File: config.mk
export PLATFORM = sky130hd
export DESIGN_NAME = sync_fifo_param
export DESIGN_NICKNAME = d
export VERILOG_FILES = /design/src/rtl/sync_fifo_param.sv
export SDC_FILE = /design/constraint.sdc
export NUM_CORES = 1
export LEC_CHECK = 0
export CAP_MARGIN = 30
export CELL_PAD_IN_SITES_DETAIL_PLACEMENT = 1
export CELL_PAD_IN_SITES_GLOBAL_PLACEMENT = 1
export CORE_ASPECT_RATIO = 0.75
export CORE_MARGIN = 2
export CORE_UTILIZATION = 40
export DETAILED_ROUTE_END_ITERATION = 10
export GPL_TIMING_DRIVEN = 1
export PLACE_DENSITY = 0.78
export SLEW_MARGIN = 10
export SYNTH_ARGS = -nofsm -noshare
export SYNTH_HDL_FRONTEND = slang
export SYNTH_SLANG_ARGS = --single-unit
File: constraint.sdc
create_clock -name clk -period 4.5 [get_ports clk]
set_clock_uncertainty 0.2 [all_clocks]
set_input_delay 1.35 -clock clk [delete_from_list [all_inputs] [get_ports clk]]
set_output_delay 1.35 -clock clk [all_outputs]
set_load 0.05 [all_outputs]
File: src/rtl/sync_fifo_param.sv
// Single-clock FIFO with arbitrary depth, programmable almost thresholds, occupancy count
// and a choice of registered or first-word-fall-through read port.
module sync_fifo_param #(
  parameter int unsigned FIFO_WIDTH = 16,
  parameter int unsigned FIFO_DEPTH = 8,
  parameter int unsigned AF_LEVEL   = FIFO_DEPTH - 1,
  parameter int unsigned AE_LEVEL   = 1,
  parameter bit          FWFT       = 1'b0,
  localparam int unsigned CNT_W     = $clog2(FIFO_DEPTH + 1)
) (
  input  logic                  clk,
  input  logic                  rst,
  input  logic                  wr_en,
  input  logic [FIFO_WIDTH-1:0] data_in,
  input  logic                  rd_en,
  output logic [FIFO_WIDTH-1:0] data_out,
  output logic                  rd_valid,
  output logic                  wr_ack,
  output logic                  overflow,
  output logic                  underflow,
  output logic                  full,
  output logic                  empty,
  output logic                  almostfull,
  output logic                  almostempty,
  output logic [CNT_W-1:0]      count
);

  localparam int unsigned PTR_W = (FIFO_DEPTH > 1) ? $clog2(FIFO_DEPTH) : 1;

  if (FIFO_DEPTH < 2) begin : g_bad_depth
    $error("sync_fifo_param: FIFO_DEPTH must be >= 2");
  end
  if (AF_LEVEL < 1 || AF_LEVEL > FIFO_DEPTH) begin : g_bad_af
    $error("sync_fifo_param: AF_LEVEL must be in 1..FIFO_DEPTH");
  end
  if (AE_LEVEL >= FIFO_DEPTH) begin : g_bad_ae
    $error("sync_fifo_param: AE_LEVEL must be below FIFO_DEPTH");
  end

  logic [FIFO_WIDTH-1:0] mem [FIFO_DEPTH];

  logic [PTR_W-1:0]      wr_ptr_q, wr_ptr_d;
  logic [PTR_W-1:0]      rd_ptr_q, rd_ptr_d;
  logic [CNT_W-1:0]      count_q, count_d;
  logic [FIFO_WIDTH-1:0] data_out_q, data_out_d;
  logic                  rd_valid_q;
  logic                  wr_ack_q;
  logic                  overflow_q;
  logic                  underflow_q;
  logic                  wr_acc, rd_acc;

  assign full        = (count_q == CNT_W'(FIFO_DEPTH));
  assign empty       = (count_q == '0);
  assign almostfull  = (count_q >= CNT_W'(AF_LEVEL));
  assign almostempty = (count_q != '0) && (count_q <= CNT_W'(AE_LEVEL));
  assign count       = count_q;

  // Acceptance is decided purely from pre-edge state, so a write into an empty FIFO is
  // never forwarded to a same-cycle read.
  assign wr_acc = wr_en && !full;
  assign rd_acc = rd_en && !empty;

  always_comb begin
    wr_ptr_d   = wr_ptr_q;
    rd_ptr_d   = rd_ptr_q;
    count_d    = count_q;
    data_out_d = data_out_q;
    if (wr_acc) begin
      wr_ptr_d = (wr_ptr_q == PTR_W'(FIFO_DEPTH - 1)) ? '0 : wr_ptr_q + 1'b1;
    end
    if (rd_acc) begin
      rd_ptr_d   = (rd_ptr_q == PTR_W'(FIFO_DEPTH - 1)) ? '0 : rd_ptr_q + 1'b1;
      data_out_d = mem[rd_ptr_q];
    end
    unique case ({wr_acc, rd_acc})
      2'b10:   count_d = count_q + 1'b1;
      2'b01:   count_d = count_q - 1'b1;
      default: count_d = count_q;
    endcase
  end

  always_ff @(posedge clk) begin
    if (rst) begin
      wr_ptr_q    <= '0;
      rd_ptr_q    <= '0;
      count_q     <= '0;
      data_out_q  <= '0;
      rd_valid_q  <= 1'b0;
      wr_ack_q    <= 1'b0;
      overflow_q  <= 1'b0;
      underflow_q <= 1'b0;
    end else begin
      wr_ptr_q    <= wr_ptr_d;
      rd_ptr_q    <= rd_ptr_d;
      count_q     <= count_d;
      data_out_q  <= data_out_d;
      rd_valid_q  <= rd_acc;
      wr_ack_q    <= wr_acc;
      overflow_q  <= wr_en && full;
      underflow_q <= rd_en && empty;
    end
  end

  // Storage is deliberately left uninitialised on reset.
  always_ff @(posedge clk) begin
    if (!rst && wr_acc) begin
      mem[wr_ptr_q] <= data_in;
    end
  end

  assign wr_ack    = wr_ack_q;
  assign overflow  = overflow_q;
  assign underflow = underflow_q;

  always_comb begin
    if (FWFT) begin
      data_out = empty ? '0 : mem[rd_ptr_q];
      rd_valid = !empty;
    end else begin
      data_out = data_out_q;
      rd_valid = rd_valid_q;
    end
  end

endmodule

==> qor.yml, run 1 <==
synth-edff-count: 128
netlist_area_um2: 6080
fp.dieW_um: 146
cts_buffers: 17
hp-class: "flip-flop to flip-flop"
crit_chain: "inv_1 > ha_1 > or3b_1 > inv_2 > clkdlybuf4s50_1"
die-area_um2: 16200
coreArea_um2: 14600
setup_violations: 0
routed_wl_mm: 13.7
drive_gt1_frac: 0.123
required_ns: 2.95
power.density_nw_per_um2: 564
critPathMaxStageDelay_ns: 0.80
ys.flop_type: "edfxtp_1"
tns_ns: 0
seq_area_frac_synth: 0.731
antenna_cells: 0
leakage_uw: 0.00245
hold_viol_final: 0
ant_nets: 0
worst_pin_slew_ns: 0.989
fmax_mhz: 245
crit_buf_inv: 3
start_kind: "flip-flop"
postLayoutCoreUtil: 0.509
period_share: 0.908
status: "complete, no violations"
netlist_instances: 364
grt_pass1_wl_mm: 21.3
cts_hold_buf: 0
gp_congestion: 0.724
syn_to_final_growth_pct: 22.4
antenna_found_initial: 0
avgSynthCellArea_um2: 16.7
grt_start_max_net_pins: 37
start_util: 0.415
crit_family: "buffers and inverters"
cts_max_path_buffers: 2
cts_resized: 0
rsz0062_at_grt: "false"
drt-initial-drc-count: 203
crit_path_end_kind: "primary output"
design_area_um2: 7450
cp.arrival_ns: 2.54
synth_area_leaders: "edfxtp_1 (63%), mux2i_1 (11%), dfxtp_1 (9.9%), a22oi_1 (3.9%), a32o_1 (2.5%)"
critical_path_class: "flip-flop to primary output"
maxSlewHeadroom: 0.338
seq_area_um2: 4450
cts_tree: "done"
routed_via_density: 5.34
wl_per_cell_um: 21.4
fin_hold_ws_ns: 0.268
min_period_ns: 4.09
cts_sinks: 158
ys_types: 34
clk_pin_slew_ns: 0.06
cts_root_buf: "clkbuf_16"
placed_area_um2: 6830
dr.pass1.iters: 6
synthArstFlopShare: 0
crit_fanout: 6
htreeDepth: 4
multi_input_area_um2: 1510
drc: 0
num_vias: 3413
slew_viol_final: 0
grtUsageTotal: 0.176
netlist.area_leader.share: 0.632
yosys.cell_count.top_type: "edfxtp_1"
syn_nets: 392
pin_count: 48
grt_pass1_vias: 3759
die_h_um: 111
numPortBuffers: 47
clk-insertion-delay-late_ns: 0.41
peakVddDrop_v: 0.000286
ys_seq_elements: 158
synth_common_cells: "edfxtp_1 (128), mux2i_1 (65), a22oi_1 (32)"
crit_slowest_cell: "clkdlybuf4s50_1"
placementRows: 38
cap_violations: 0
cts_setup_buffers: 0
nets: 454
synth_warnings: 0
overflow: 0
n_fill_cell: 1416
dp_hpwl_mm: 8.36
synth_area_leader_cell: "edfxtp_1"
==> cells by family (layout without fill, tap and decap cells) <==
family / Yosys count / count (layout) / share of synthesized area
mux: 65 / 65 / 0.107
xor+xnor: 3 / 3 / 0.00432
simple gates: 46 / 46 / 0.0399
compound gates: 60 / 60 / 0.0788
flops: 158 / 158 / 0.731
fa+ha+maj: 8 / 8 / 0.0165
buf+inv: 24 / 99 / 0.0228
==> cells in the final DEF, fill, tap and decap left out, types with 5 or more instances in the layout <==
cell type | Yosys | final
mux2i_1 | 65 | 65
buf_4 | 5 | 14
dfxtp_1 | 30 | 29
a21oi_1 | 8 | 8
nor2_1 | 13 | 13
edfxtp_1 | 128 | 128
clkbuf_16 | 0 | 17
a32o_1 | 15 | 15
clkinv_2 | 0 | 5
clkdlybuf4s50_1 | 0 | 47
a22oi_1 | 32 | 32
nand2_1 | 10 | 10
ha_1 | 8 | 8
==> path summary, 6_finish.rpt <==
kind	cells after the start	slack [ns]	startpoint	end
max	5	0.41	count[1]$_SDFFE_PP0P_	empty
max reg2reg	10	1.65	count[0]$_SDFFE_PP0P_	count[3]$_SDFFE_PP0P_
min reg2reg	1	0.27	data_out[13]$_SDFFE_PP0P_	data_out[13]$_SDFFE_PP0P_
min	1	0.27	data_out[13]$_SDFFE_PP0P_	data_out[13]$_SDFFE_PP0P_
==> final cells by class <==
type / instances / area share
Sequential cell: 158 / 0.597
Multi-Input combinational cell: 182 / 0.203
Timing Repair Buffer: 62 / 0.0810
Clock buffer: 20 / 0.0600
Tap cell: 200 / 0.0336
Clock inverter: 12 / 0.0227
Inverter: 5 / 0.00252
==> where the power goes <==
| part | internal, µW | switching, µW | leakage, µW |
|---|---|---|---|
| clock | 938 | 549 | 0.000300 |
| sequential | 1670 | 107 | 0.00140 |
| combinational | 375 | 567 | 0.000743 |
| total | 2980 | 1220 | 0.00245 |
==> worst reg2reg max path: cells and delay by family, from the launching register on <==
family | cells | cell delay [ns]
buf+inv | 2 | 0.18
simple gates | 4 | 1.05
xor+xnor | 1 | 0.14
fa+ha+maj | 2 | 0.50
compound gates | 1 | 0.20
flops | 1 | 0.46
==> registers in the layout, indices dropped and copies added (netlist names) <==
name and count:
count 4, data_out 16, mem 128, overflow 1
rd_ptr_q 3, rd_valid 1, underflow 1, wr_ack 1
wr_ptr_q 3
==> routing by layer <==
layer  up-vias  part of all wire  wire length [µm]  GRT usage
li1       1571                 -                 -          -
met1      1748              0.44              5970      0.215
met2        77              0.51              6950      0.299
met3        17             0.041               557     0.0440
met4         0             0.016               220     0.0718
met5         -                 0                 0          0
==> per-stage QoR <==
step	worst slack, ns	instances	total power [µW]
floorplan	0.278	364	2460
global placement	0.931	606	2700
detailed placement	0.836	607	2750
CTS	0.385	639	4240
global route	0.270	639	4360
finish	0.414	639	4200
No activity file was read; power rests on OpenSTA's default activity.
==> run 2: changes to the inputs <==
GPL_TIMING_DRIVEN = not set   (was 1)
==> results of run 2 <==
Final layout, timing and power as in run 1 (identical DEF).
